### config.mk
export PLATFORM = sky130hd
export DESIGN_NAME = labmininios_lcd_ctrl
export DESIGN_NICKNAME = d
export VERILOG_FILES = /design/src/rtl/labmininios_lcd_pkg.sv /design/src/rtl/labmininios_lcd_fifo.sv /design/src/rtl/labmininios_lcd_ctrl.sv
export SDC_FILE = /design/constraint.sdc
export NUM_CORES = 1
export LEC_CHECK = 0
export ABC_AREA = 1
export BUFFER_PORTS_ARGS = -buffer_cell sky130_fd_sc_hd__buf_2
export CAP_MARGIN = 10
export CORE_UTILIZATION = 45
export CTS_CLUSTER_DIAMETER = 40
export DETAILED_ROUTE_END_ITERATION = 16
export PLACE_DENSITY_LB_ADDON = 0.05
export SETUP_SLACK_MARGIN = 0.3
export SLEW_MARGIN = 10
export SYNTH_ARGS = -nofsm -noshare
export SYNTH_HDL_FRONTEND = slang
export SYNTH_SLANG_ARGS = --single-unit
### constraint.sdc
create_clock -name clk -period 3 [get_ports clk]
set_clock_uncertainty 0.1 [all_clocks]
set_input_delay 0.6 -clock clk [delete_from_list [all_inputs] [get_ports clk]]
set_output_delay 0.6 -clock clk [all_outputs]
set_load 0.01 [all_outputs]
### src/rtl/labmininios_lcd_pkg.sv
// Shared constants and types for the HD44780 LCD controller.
package labmininios_lcd_pkg;

  localparam int unsigned DATA_W = 9;
  localparam int unsigned RAW_W  = 11;

  // Sequencer states
  localparam logic [2:0] S_IDLE  = 3'd0;
  localparam logic [2:0] S_SETUP = 3'd1;
  localparam logic [2:0] S_PULSE = 3'd2;
  localparam logic [2:0] S_HOLD  = 3'd3;
  localparam logic [2:0] S_WAIT  = 3'd4;

  localparam logic [1:0] REG_DATA    = 2'd0;
  localparam logic [1:0] REG_STATUS  = 2'd1;
  localparam logic [1:0] REG_CONTROL = 2'd2;
  localparam logic [1:0] REG_RAW     = 2'd3;

  localparam int unsigned STAT_BUSY    = 0;
  localparam int unsigned STAT_FULL    = 1;
  localparam int unsigned STAT_EMPTY   = 2;
  localparam int unsigned STAT_OVF     = 3;
  localparam int unsigned STAT_LVL_LSB = 8;

  localparam int unsigned CTRL_RUN    = 0;
  localparam int unsigned CTRL_IRQ_EN = 1;
  localparam int unsigned CTRL_FLUSH  = 2;
  localparam int unsigned CTRL_RAW    = 3;

  // Clear / return-home style commands need the long execution wait
  localparam logic [7:0] CMD_CLEAR    = 8'h01;
  localparam logic [7:0] CMD_HOME     = 8'h02;
  localparam logic [7:0] CMD_HOME_ALT = 8'h03;

  typedef struct packed {
    logic       rs;
    logic [7:0] dat;
  } lcd_entry_t;

  function automatic int unsigned max_u(input int unsigned a, input int unsigned b);
    return (a > b) ? a : b;
  endfunction

  function automatic logic is_long_cmd(input lcd_entry_t e);
    return ~e.rs & ((e.dat == CMD_CLEAR) | (e.dat == CMD_HOME) | (e.dat == CMD_HOME_ALT));
  endfunction

endpackage

### src/rtl/labmininios_lcd_fifo.sv
// Synchronous command FIFO; flush beats push/pop, push into a full FIFO is
// accepted only when a pop frees a slot in the same cycle.
module labmininios_lcd_fifo
  import labmininios_lcd_pkg::*;
#(
  parameter int unsigned DEPTH = 16
) (
  input  logic                     clk,
  input  logic                     reset_n,
  input  logic                     push_i,
  input  lcd_entry_t               wdata_i,
  input  logic                     pop_i,
  input  logic                     flush_i,
  output lcd_entry_t               rdata_o,
  output logic                     full_o,
  output logic                     empty_o,
  output logic [$clog2(DEPTH):0]   level_o
);

  localparam int unsigned AW = $clog2(DEPTH);
  localparam int unsigned LW = AW + 1;

  lcd_entry_t    mem_q [DEPTH];
  logic [AW-1:0] wr_ptr_q, rd_ptr_q;
  logic [LW-1:0] level_q;
  logic          do_push, do_pop;

  assign empty_o = (level_q == '0);
  assign full_o  = (level_q == LW'(DEPTH));
  assign level_o = level_q;
  assign rdata_o = mem_q[rd_ptr_q];

  assign do_pop  = pop_i & ~flush_i & ~empty_o;
  assign do_push = push_i & ~flush_i & (~full_o | do_pop);

  always_ff @(posedge clk or negedge reset_n) begin
    if (!reset_n) begin
      wr_ptr_q <= '0;
      rd_ptr_q <= '0;
      level_q  <= '0;
      for (int i = 0; i < int'(DEPTH); i++) mem_q[i] <= '0;
    end else if (flush_i) begin
      wr_ptr_q <= '0;
      rd_ptr_q <= '0;
      level_q  <= '0;
    end else begin
      if (do_push) begin
        mem_q[wr_ptr_q] <= wdata_i;
        wr_ptr_q        <= wr_ptr_q + AW'(1);
      end
      if (do_pop) rd_ptr_q <= rd_ptr_q + AW'(1);
      level_q <= level_q + LW'(do_push) - LW'(do_pop);
    end
  end

endmodule

### src/rtl/labmininios_lcd_ctrl.sv
// Avalon-MM HD44780 LCD controller: register file, command FIFO, timing
// sequencer and registered pin drive with a legacy raw-pin mode.
module labmininios_lcd_ctrl
  import labmininios_lcd_pkg::*;
#(
  parameter int unsigned FIFO_DEPTH = 16,
  parameter int unsigned SETUP_CYC  = 4,
  parameter int unsigned EN_CYC     = 13,
  parameter int unsigned HOLD_CYC   = 2,
  parameter int unsigned EXEC_CYC   = 2000,
  parameter int unsigned LONG_CYC   = 82000
) (
  input  logic        clk,
  input  logic        reset_n,
  input  logic [1:0]  address,
  input  logic        chipselect,
  input  logic        write_n,
  input  logic        read_n,
  input  logic [31:0] writedata,
  output logic [31:0] readdata,
  output logic [7:0]  lcd_data,
  output logic        lcd_rs,
  output logic        lcd_rw,
  output logic        lcd_en,
  output logic        irq
);

  localparam int unsigned LVL_W   = $clog2(FIFO_DEPTH) + 1;
  localparam int unsigned MAX_CYC = max_u(max_u(max_u(SETUP_CYC, EN_CYC),
                                                max_u(HOLD_CYC, EXEC_CYC)), LONG_CYC);
  localparam int unsigned CNT_W   = $clog2(MAX_CYC + 1);

  localparam logic [CNT_W-1:0] SETUP_LD = CNT_W'(SETUP_CYC - 1);
  localparam logic [CNT_W-1:0] EN_LD    = CNT_W'(EN_CYC - 1);
  localparam logic [CNT_W-1:0] HOLD_LD  = CNT_W'(HOLD_CYC - 1);
  localparam logic [CNT_W-1:0] EXEC_LD  = CNT_W'(EXEC_CYC - 1);
  localparam logic [CNT_W-1:0] LONG_LD  = CNT_W'(LONG_CYC - 1);

  logic             wr_c, push_c, flush_c, pop_c, ctrl_wr_c;
  logic             fifo_full, fifo_empty;
  logic [LVL_W-1:0] fifo_level;
  lcd_entry_t       fifo_head;

  logic             run_q, irq_en_q, raw_mode_q, ovf_q;
  logic [RAW_W-1:0] raw_q;
  lcd_entry_t       ent_q;
  logic [2:0]       state_q, state_d;
  logic [CNT_W-1:0] cnt_q, cnt_d;
  logic [7:0]       lcd_data_q;
  logic             lcd_rs_q, lcd_rw_q, lcd_en_q;
  logic             unused_ok;

  assign wr_c      = chipselect & ~write_n;
  assign push_c    = wr_c & (address == REG_DATA);
  assign ctrl_wr_c = wr_c & (address == REG_CONTROL);
  assign flush_c   = ctrl_wr_c & writedata[CTRL_FLUSH];
  assign pop_c     = (state_q == S_IDLE) & run_q & ~raw_mode_q & ~fifo_empty & ~flush_c;
  assign unused_ok = ^{read_n, writedata[31:RAW_W]};

  labmininios_lcd_fifo #(.DEPTH(FIFO_DEPTH)) u_fifo (
    .clk     (clk),
    .reset_n (reset_n),
    .push_i  (push_c),
    .wdata_i (lcd_entry_t'(writedata[DATA_W-1:0])),
    .pop_i   (pop_c),
    .flush_i (flush_c),
    .rdata_o (fifo_head),
    .full_o  (fifo_full),
    .empty_o (fifo_empty),
    .level_o (fifo_level)
  );

  // Register file
  always_ff @(posedge clk or negedge reset_n) begin
    if (!reset_n) begin
      run_q      <= 1'b0;
      irq_en_q   <= 1'b0;
      raw_mode_q <= 1'b0;
      raw_q      <= '0;
      ovf_q      <= 1'b0;
    end else begin
      if (ctrl_wr_c) begin
        run_q      <= writedata[CTRL_RUN];
        irq_en_q   <= writedata[CTRL_IRQ_EN];
        raw_mode_q <= writedata[CTRL_RAW];
      end
      if (wr_c && address == REG_RAW) raw_q <= writedata[RAW_W-1:0];
      if (push_c && fifo_full && !pop_c && !flush_c) ovf_q <= 1'b1;
      else if (wr_c && address == REG_STATUS && writedata[STAT_OVF]) ovf_q <= 1'b0;
    end
  end

  // Sequencer next state: each phase loads N-1 on entry and leaves at zero
  always_comb begin
    state_d = state_q;
    cnt_d   = cnt_q;
    case (state_q)
      S_IDLE: if (pop_c) begin
        state_d = S_SETUP;
        cnt_d   = SETUP_LD;
      end
      S_SETUP: if (cnt_q == '0) begin
        state_d = S_PULSE;
        cnt_d   = EN_LD;
      end else cnt_d = cnt_q - CNT_W'(1);
      S_PULSE: if (cnt_q == '0) begin
        state_d = S_HOLD;
        cnt_d   = HOLD_LD;
      end else cnt_d = cnt_q - CNT_W'(1);
      S_HOLD: if (cnt_q == '0) begin
        state_d = S_WAIT;
        cnt_d   = is_long_cmd(ent_q) ? LONG_LD : EXEC_LD;
      end else cnt_d = cnt_q - CNT_W'(1);
      S_WAIT: if (cnt_q == '0) begin
        state_d = S_IDLE;
        cnt_d   = '0;
      end else cnt_d = cnt_q - CNT_W'(1);
      default: begin
        state_d = S_IDLE;
        cnt_d   = '0;
      end
    endcase
  end

  always_ff @(posedge clk or negedge reset_n) begin
    if (!reset_n) begin
      state_q <= S_IDLE;
      cnt_q   <= '0;
      ent_q   <= '0;
    end else begin
      state_q <= state_d;
      cnt_q   <= cnt_d;
      if (pop_c) ent_q <= fifo_head;
    end
  end

  // Pin drive: raw register only while the sequencer is idle
  always_ff @(posedge clk or negedge reset_n) begin
    if (!reset_n) begin
      lcd_data_q <= '0;
      lcd_rs_q   <= 1'b0;
      lcd_rw_q   <= 1'b0;
      lcd_en_q   <= 1'b0;
    end else if (raw_mode_q && state_q == S_IDLE) begin
      {lcd_en_q, lcd_rw_q, lcd_rs_q, lcd_data_q} <= raw_q;
    end else begin
      lcd_en_q   <= (state_d == S_PULSE);
      lcd_rw_q   <= 1'b0;
      lcd_rs_q   <= pop_c ? fifo_head.rs  : ent_q.rs;
      lcd_data_q <= pop_c ? fifo_head.dat : ent_q.dat;
    end
  end

  assign lcd_data = lcd_data_q;
  assign lcd_rs   = lcd_rs_q;
  assign lcd_rw   = lcd_rw_q;
  assign lcd_en   = lcd_en_q;
  assign irq      = irq_en_q & fifo_empty & (state_q == S_IDLE) & ~raw_mode_q;

  always_comb begin
    readdata = '0;
    case (address)
      REG_STATUS: begin
        readdata[STAT_BUSY]           = (state_q != S_IDLE) | ~fifo_empty;
        readdata[STAT_FULL]           = fifo_full;
        readdata[STAT_EMPTY]          = fifo_empty;
        readdata[STAT_OVF]            = ovf_q;
        readdata[STAT_LVL_LSB +: 8]   = 8'(fifo_level);
      end
      REG_CONTROL: begin
        readdata[CTRL_RUN]    = run_q;
        readdata[CTRL_IRQ_EN] = irq_en_q;
        readdata[CTRL_RAW]    = raw_mode_q;
      end
      REG_RAW: readdata[RAW_W-1:0] = raw_q;
      default: readdata = '0;
    endcase
  end

endmodule

## Yosys cells after proc, flatten, opt, wreduce, memory -nomap -nowiden

Index checks and enable logic that the tools add are counted.

| cells by class | value |
|---|---|
| reductions and logical operators | 19 |
| multipliers | 0 |
| shift operators | 0 |
| add/sub/neg operators | 5 |
| div/mod/pow operators | 0 |
| equal/unequal tests | 13 |
| $lt $le $gt $ge | 3 |
| bitwise gates (word level) | 28 |
| muxes and demuxes | 38 |

Operator list:

| operator | count |
|---|---|
| 144-bit bitwise mux | 1 |
| 17-bit 2-to-1 mux | 6 |
| 17-bit one-hot mux with 5 select lines | 1 |
| 9-bit binary-select mux with 4-bit select | 1 |
| 9-bit demux with 4-bit select | 1 |
| 9-bit 2-to-1 mux | 3 |
| 4-bit 2-to-1 mux | 5 |
| 17-bit logical NOT | 1 |
| 17-bit by 1-bit subtractor with 17-bit output, second input constant | 1 |
| 1-bit bitwise AND | 16 |
| 8-bit by 2-bit == test with 1-bit output, second input constant | 2 |
| 8-bit 2-to-1 mux | 2 |
| 3-bit 2-to-1 mux | 5 |
| 3-bit one-hot mux with 5 select lines | 1 |
| 5-bit greater-or-equal comparator, second input constant | 2 |
| 4-bit NOT with 5-bit output | 2 |
| 3-bit by 2-bit == test with 1-bit output, second input constant | 3 |
| 4-bit by 1-bit adder with 4-bit output, second input constant | 2 |
| 8-bit by 1-bit == test with 1-bit output, second input constant | 1 |
| 1-bit logical AND | 8 |
| 1-bit 2-to-1 mux | 6 |
| 1-bit NOT | 6 |
| 2-bit one-hot mux with 3 select lines | 1 |
| 3-bit one-hot mux with 2 select lines | 1 |
| 21 further kinds | 28 |

| word-level totals | value |
|---|---|
| register bits | 212 |
| output and inout bits | 44 |
| bits in latches | 0 |
| memory bits (read-only) | 0 |
| logic and storage cells | 154 |
| bits in writable memories | 0 |
| input port bits | 39 |
| memories | 0 |

## Depth between registers and ports, before layout

Gate-level depths: netlist of run 1.

| logic depth | value |
|---|---|
| depth after elaboration | 13 |
| mapped depth | 19 |
| depth with buffers taken out | 17 |

## Modules after synthesis

From an unflattened synthesis of run 1, not the netlist that was laid out.

| second synthesis, totals | value |
|---|---|
| cell total of the unflattened synthesis | 1,600 |
| area total of the unflattened synthesis | 12,035.3 um^2 |

By module, submodules not included:

| module | instances | sequential area each (um^2) | area each (um^2) | cells an instance |
|---|---|---|---|---|
| labmininios_lcd_fifo | 1 | 3,928.8 | 8,951.1 | 1,188 |
| labmininios_lcd_ctrl | 1 | 1,376.3 | 3,084.2 | 412 |

## Worst setup path after synthesis of run 1

No wires, ideal clock.

| timing | value |
|---|---|
| path kind | in2reg |
| start point | in writedata[2] |
| end point | reg u_fifo.level_q[4], in the netlist u_fifo.level_o[4] |
| library setup time | 0.118 ns |
| path slack | 0.154 ns |
| arrival | 2.628 ns |
| data required time | 2.782 ns |
| stages on the path | 16 |
| buffers on the path | 2 |
| path through | clkbuf_1 nand2_4 nand3_2 inv_1 clkbuf_1 ha_1 inv_1 ha_1 inv_1 fa_1 inv_1 nand2_1 nand2_1 a21oi_1 xor2_1 nor2_1 |

| between the ends | value |
|---|---|
| cells in the longest elaborated chain, start to end | 10 |
| elaborated cells between the ends (all ways) | 11 |
| classes of those cells | add/sub: 2; mux: 1; bitwise: 8 |

Ends and longest elaborated chain:

| what | RTL line | text |
|---|---|---|
| from (decl) | labmininios_lcd_ctrl.sv:19 | `input logic [31:0] writedata,` |
| 1-bit bitwise AND (*) | labmininios_lcd_ctrl.sv:56 | `assign flush_c = ctrl_wr_c & writedata[CTRL_FLUSH];` |
| 1-bit NOT (no source line) | n/a |  |
| 1-bit bitwise AND | labmininios_lcd_ctrl.sv:57 | `assign pop_c = (state_q == S_IDLE) & run_q & ~raw_mode_q & ~fifo_empty & ~flush_c;` |
| 1-bit bitwise AND (2 in a row) | labmininios_lcd_fifo.sv:33 | `assign do_pop = pop_i & ~flush_i & ~empty_o;` |
| 1-bit bitwise OR | labmininios_lcd_fifo.sv:34 | `assign do_push = push_i & ~flush_i & (~full_o \| do_pop);` |
| 1-bit bitwise AND | labmininios_lcd_fifo.sv:34 |  |
| 5-bit by 1-bit adder with 5-bit output | labmininios_lcd_fifo.sv:52 | `level_q <= level_q + LW'(do_push) - LW'(do_pop);` |
| 5-bit by 1-bit subtractor with 5-bit output | labmininios_lcd_fifo.sv:52 |  |
| 5-bit 2-to-1 mux (*) | labmininios_lcd_fifo.sv:42 | `end else if (flush_i) begin` |
| to (signal assigned) | labmininios_lcd_fifo.sv:52 |  |
| to (decl) | labmininios_lcd_fifo.sv:25 | `logic [LW-1:0] level_q;` |

Every way passes the cells marked *; elsewhere a longest branch is shown, timed or not.
A chain may end at the register's enable or synchronous reset.

## Worst setup path after layout of run 1

| timing | value |
|---|---|
| start point | reg u_fifo.level_q[2], in the netlist u_fifo.level_o[2] |
| end point | out readdata[0] |

| between the ends | value |
|---|---|
| cells in the longest elaborated chain, start to end | 4 |

Ends and longest elaborated chain:

| what | RTL line | text |
|---|---|---|
| 5-bit logical NOT | labmininios_lcd_fifo.sv:28 | `assign empty_o = (level_q == '0);` |
| 1-bit NOT | labmininios_lcd_ctrl.sv:164 | `readdata[STAT_BUSY] = (state_q != S_IDLE) \| ~fifo_empty;` |
| 1-bit bitwise OR | labmininios_lcd_ctrl.sv:164 |  |
| 2-bit one-hot mux with 3 select lines | labmininios_lcd_ctrl.sv:162 | `case (address)` |
| to (decl) | labmininios_lcd_ctrl.sv:20 | `output logic [31:0] readdata,` |

No other way between the ends.

==> flow_summary.ini, run 1 <==
[synthesis]
syn_inst = 1553
yosys.area.top_type_share = 0.468
synth-adder-area-share = 0.0150
yosys-top-cells-area = dfrtp_1 (47%), nand2_1 (21%), nand3_1 (13%)
synth_warnings = 0
seq_area_frac_synth = 0.468
muxShareOfSynthArea = 0.00397
synthXorXnorAreaFrac = 0.00927
ys.flop_type = dfrtp_1
yosysTopAreaCell = dfrtp_1
synth_enable_flop_cells = 0
synthSimpleGateAreaFrac = 0.387
yosys.cell_types.count = 37
synth_compound_area_frac = 0.0249
ys_seq_elements = 212
ys_async_sr_fraction = 1.00
synth_top_family_by_area = simple AND/OR/NAND/NOR gates
synth_area_mm2 = 0.0113
synth.avg_cell_area_um2 = 7.30

[finish]
final-seq-area_mm2 = 0.00531
drive_gt1_frac = 0.123
fill_cells = 2463
final_nets = 1663
multi_input_area_mm2 = 0.00511
n_antenna_cell = 0
syn_to_final_growth_pct = 19.0

[floorplan]
die_width_um = 161
ios = 83
rows = 57
start_util = 0.462
core_mm2 = 0.0245
die_h_um = 161
die_area_mm2 = 0.0258

[clock_tree]
path_clk_slew_ps = 50
cts_buffers = 40
insertion_delay_ps = 520
cts_buffer_depth = 3
htree_num_levels = 2
root_buffer = clkbuf_16
cts_num_sinks = 212
cts_tree = done

[power]
p_switching_uw = 5170
p_seq_frac = 0.312
combPwrFrac = 0.333
max-vdd-ir-drop_uv = 516
p_clk_frac = 0.355
p_leak_uw = 0.00729
cellInternalPower_uw = 8650
p_sw_frac = 0.374
power.density_mw_per_mm2 = 1020

[timing]
worstMarginPinSlew_ps = 862
rsz0062_at_grt = false
finalSetupViolCount = 0
min_period_over_period = 0.862
drv_slew = 0
hold_ws_ps = 214
fin_tns_setup_ps = 0
hold_violations = 0
relSlewSlack = 0.423
fin_crit_ps = 2590
fmax_mhz = 387

[worst_setup_path]
cp_cell_sequence = inv_2 -> ha_1 -> nand4_1 -> buf_4 -> o21ai_0 -> nand3_1 -> buf_2
crit_path_max_incr_delay_ps = 390
worstPathRequired_ps = 2300
cp.arrival_ps = 1890
cp-end-kind = output pin
crit_buf_inv = 3
start_kind = register
critPathTopFamily = buffers and inverters
path_max_fanout = 5
worstSetupPathType = reg -> out
cp_slowest_cell = dfrtp_1

[drt]
final_antenna_net_count = 0
wl_met2_um = 14300
vias_per_cell = 5.05
wl_per_cell_um = 16.7
firstDrtPassIters = 5
num_vias = 9923
drtIter0Drc = 871
dr.max_layer_used = met4
wl_met1_um = 16300
drc = 0
totalWireLength_um = 32900
route.met3.wl_um = 1620

[global_route]
grt_pass1_vias = 9495
globalRouteOverflowTotal = 0
track_usage = 0.265
antenna_found_initial = 0
grt_pass1_wl_um = 53400
grt_start_max_net_pins = 110

[placed_design]
post-dp-hpwl_um = 20700
portBuffers = 41
gp_congestion = 0.826

[status]
status = complete, no violations

[worst_hold_path]
hold_class = in -> reg

[job]
maxCapViolCount = 0
-- layout by cell type (no fill, tap or decap), types with 4 or more instances in the layout --
cell | Yosys | final
clkinv_4 | 0 | 5
nand2_4 | 6 | 7
nor2_1 | 68 | 68
dfrtp_1 | 212 | 209
mux2_2 | 4 | 4
inv_1 | 147 | 140
nand2_8 | 5 | 5
or2_2 | 5 | 5
a21oi_1 | 14 | 13
clkbuf_16 | 0 | 42
buf_2 | 17 | 40
xor2_1 | 10 | 10
buf_12 | 1 | 4
nand2_2 | 3 | 4
clkbuf_1 | 40 | 4
clkinvlp_4 | 0 | 4
conb_1 | 1 | 19
clkinv_2 | 0 | 4
bufinv_16 | 0 | 8
nand3_1 | 285 | 285
ha_1 | 12 | 10
and2_1 | 9 | 9
o22ai_1 | 4 | 4
o21ai_0 | 28 | 28
buf_4 | 20 | 41
nand2_1 | 625 | 623
nor3_1 | 4 | 4
inv_2 | 3 | 9
-- sequential cells by signal, indices dropped and copies added, names as in the netlist, 3 cells and up --
name	count
state_q	3
ent_q	9
u_fifo.mem_q	144
raw_q	11
u_fifo.wr_ptr_q	4
u_fifo.level_o	5
cnt_q	17
u_fifo.rd_ptr_q	4
lcd_data	8
-- metrics by stage --
| step | power (µW) | util | cell area (µm²) | instances | worst slack (ps) |
|---|---|---|---|---|---|
| after floorplan | 7390 | - | 11400 | 1571 | 294 |
| after detailed placement | 8830 | 0.485 | 11900 | 1882 | 189 |
| after CTS | 13800 | 0.546 | 13400 | 1956 | 334 |
| after global routing | 14800 | 0.550 | 13500 | 1966 | 304 |
| after global placement | 8750 | 0.485 | 11900 | 1882 | 232 |
| final | 13800 | 0.550 | 13500 | 1966 | 415 |
-- logic make-up (layout without fill, tap and decap cells) --
family          Yosys count  after routing
simple gates           1018           1018
buf+inv                 241            312
flops                   212            212
compound gates           52             52
fa+ha+maj                13             13
xor+xnor                 12             12
mux                       4              4
other cells               1             19
-- metal layers --
metal  GRT usage  vias up
met4      0.0763        0
met1       0.401     4692
li1            -     4956
met5           0        -
met3      0.0359       41
met2       0.394      234
-- Yosys cell counts (all sizes together), types with 3 or more instances --
cell,instances
buf,49
mux2,4
or2,5
a21oi,14
xor2,10
dfrtp,212
nand2,639
nor3,4
o21ai,28
inv,150
nand3,286
nor2,71
o22ai,4
clkbuf,40
and2,9
ha,12
o211ai,3
-- power by group through the flow --
stage                     logic, µW  clock network [µW]  registers, µW
final                          4600                4910           4320
after global routing           5250                5130           4420
after CTS                      4520                4980           4310
after detailed placement       4490                   0           4340
after global placement         4420                   0           4320
after floorplan                3150                   0           4230
-- path summary, 6_finish.rpt --
kind / startpoint / end / slack, ps / cells after the start
max in group asynchronous: reset_n / lcd_en / 1440 / 3
worst min register to register: u_fifo.mem_q[41] / u_fifo.mem_q[41] / 370 / 2
worst max register to register: state_q[0] / u_fifo.mem_q[91] / 470 / 12
worst max-delay path: u_fifo.level_o[2] / readdata[0] / 410 / 7
worst min-delay path: writedata[10] / raw_q[10] / 210 / 2
min in group asynchronous: reset_n / u_fifo.mem_q[90] / 540 / 2
-- final cells by class --
cell class,count,area share
Clock inverter,24,0.0273
Inverter,152,0.0427
Tap cell,324,0.0300
Timing Repair Buffer,87,0.0454
Multi-Input combinational cell,1118,0.379
Clock buffer,49,0.0821
Sequential cell,212,0.393
-- timing repair --
item,CTS,global route
setup buffers,0,10
gates resized for setup,0,8
hold buffers,1,0
setup endpoints to repair,0,57
hold endpoints to repair,67,0
(Power assumes the default switching activity.)
==> run 2: changes to the inputs <==
--- a/config.mk
+++ b/config.mk
@@ -11,6 +11,7 @@
 export CORE_UTILIZATION = 45
 export CTS_CLUSTER_DIAMETER = 40
 export DETAILED_ROUTE_END_ITERATION = 16
+export MAX_ROUTING_LAYER = met4
 export PLACE_DENSITY_LB_ADDON = 0.05
 export SETUP_SLACK_MARGIN = 0.3
 export SLEW_MARGIN = 10
==> constraint.sdc (replaced) <==
create_clock -name clk -period 2.2 [get_ports clk]
set_clock_uncertainty 0.1 [all_clocks]
set_input_delay 0.44 -clock clk [delete_from_list [all_inputs] [get_ports clk]]
set_output_delay 0.44 -clock clk [all_outputs]
set_load 0.01 [all_outputs]
==> flow_summary.ini, run 2 (synthesis gave the netlist of run 1 again) <==
[finish]
final_common_cell = nand2_1
fill_cells = 2148
mostFrequentLayoutCells = nand2_1 (532), nand3_1 (226), dfrtp_1 (211)
reg_top3 = u_fifo.mem_q x144, cnt_q x17, raw_q x11
drive_gt1_frac = 0.277
final_nets = 1767
utilization = 0.653
design_area_mm2 = 0.0160
regMostFlops = u_fifo.mem_q
syn_to_final_growth_pct = 41.3
n_antenna_cell = 0
largest_register_ffs = 144

[timing]
hold_violations = 0
worst_slack_ps = -186
fin_crit_ps = 2390
rsz0062_at_grt = true
relSlewSlack = 0.477
min_period_over_period = 1.08
worstMarginPinSlew_ps = 784
fmax_mhz = 419
drv_slew = 0
finalSetupViolCount = 11

[job]
maxCapViolCount = 0

[worst_setup_path]
path_max_fanout = 4
cp.arrival_ps = 1850
crit_path_max_incr_delay_ps = 380
r2r_slack_ps = -110
critPathTopFamily = buffers and inverters
cp_cell_sequence = inv_2 -> ha_4 -> nand4_1 -> buf_4 -> buf_6 -> o21ai_2 -> nand3_1 -> buf_2
cp_slowest_cell = dfrtp_1
worstSetupPathType = reg -> out
cp-end-kind = output pin
crit_buf_inv = 4
worstPathRequired_ps = 1660
start_kind = register

[floorplan]
start_util = 0.462
core_mm2 = 0.0245
rows = 57
die_width_um = 161
ios = 83
die_h_um = 161
die_area_mm2 = 0.0258

[power]
max-vdd-ir-drop_uv = 809
power.density_mw_per_mm2 = 1270
p_leak_uw = 0.00803

[drt]
num_vias = 11036
firstDrtPassIters = 5
drtIter0Drc = 1123
drc = 0
totalWireLength_um = 38900
wl_per_cell_um = 18.8
vias_per_cell = 5.33
final_antenna_net_count = 0

[global_route]
globalRouteOverflowTotal = 0
track_usage = 0.304
antenna_found_initial = 0
grt_pass1_vias = 10284
grt_pass1_wl_um = 58400
grt_busiest_layer = met2
met1_usage = 0.424
met3_usage = 0.0532
met2_usage = 0.447
grt_start_max_net_pins = 54

[worst_hold_path]
hold_class = in -> reg

[clock_tree]
path_clk_slew_ps = 50
root_buffer = clkbuf_16
cts_buffers = 39
insertion_delay_ps = 530
htree_num_levels = 2
cts_buffer_depth = 3
cts_tree = done
cts_num_sinks = 212

[status]
status = finished, violations left
failed_checks = negative setup slack

[placed_design]
portBuffers = 41
place_area_mm2 = 0.0124
post-dp-hpwl_um = 22100
gp_congestion = 0.864
-- run 2: cell type report --
| class | count | area (µm²) | share of cell area |
|---|---|---|---|
| sequential | 212 | 5310 | 0.331 |
| inverter | 152 | 602 | 0.0376 |
| clock buffer | 44 | 1030 | 0.0646 |
| multi-input combinational | 1128 | 6160 | 0.385 |
| clock inverter | 28 | 354 | 0.0221 |
| timing repair buffer | 182 | 2150 | 0.135 |
| tap | 324 | 405 | 0.0253 |
-- run 2: report_power, final --
part	leakage, µW	switching, µW	total [µW]	internal, µW
clock	0.000670	2220	6370	4150
combinational	0.00457	4880	7920	3040
sequential	0.00279	844	5990	5140
-- run 2: metrics by stage --
step	TNS (ps)	worst slack, ps	total power (µW)	std cells	hold slack, ps
floorplan	-670	-279	10100	1571	44.4
global placement	-6540	-287	12400	1933	290
detailed placement	-8650	-297	12500	1933	284
CTS	-667	-123	19400	2048	52.7
global route	-9480	-297	21500	2070	52.9
finish	-847	-186	20300	2070	59.7
-- run 2: routing by layer --
layer,part of all wire,routed length [µm]
met3,0.076,2960
met4,0.027,1050
met2,0.46,17900
met1,0.44,17000
met5,0,0
-- run 2: final timing paths --
kind	cells past startpoint	start	end
setup / recovery	8	u_fifo.level_o[3]	readdata[0]
max in group asynchronous	3	reset_n	u_fifo.mem_q[45]
hold reg to reg	2	u_fifo.mem_q[116]	u_fifo.mem_q[116]
hold / removal	2	writedata[10]	raw_q[10]
setup reg to reg	17	state_q[1]	u_fifo.level_o[4]
min in group asynchronous	2	reset_n	u_fifo.mem_q[103]
-- run 2: repair_timing --
item                                   in CTS  in global routing
cloned                                     20                 15
resized for setup                         114                195
setup endpoints to repair                 177                197
hold buffers                                1                  0
pin swaps                                  15                 38
endpoints found under the hold margin      40                  0
buffers inserted                           22                  7
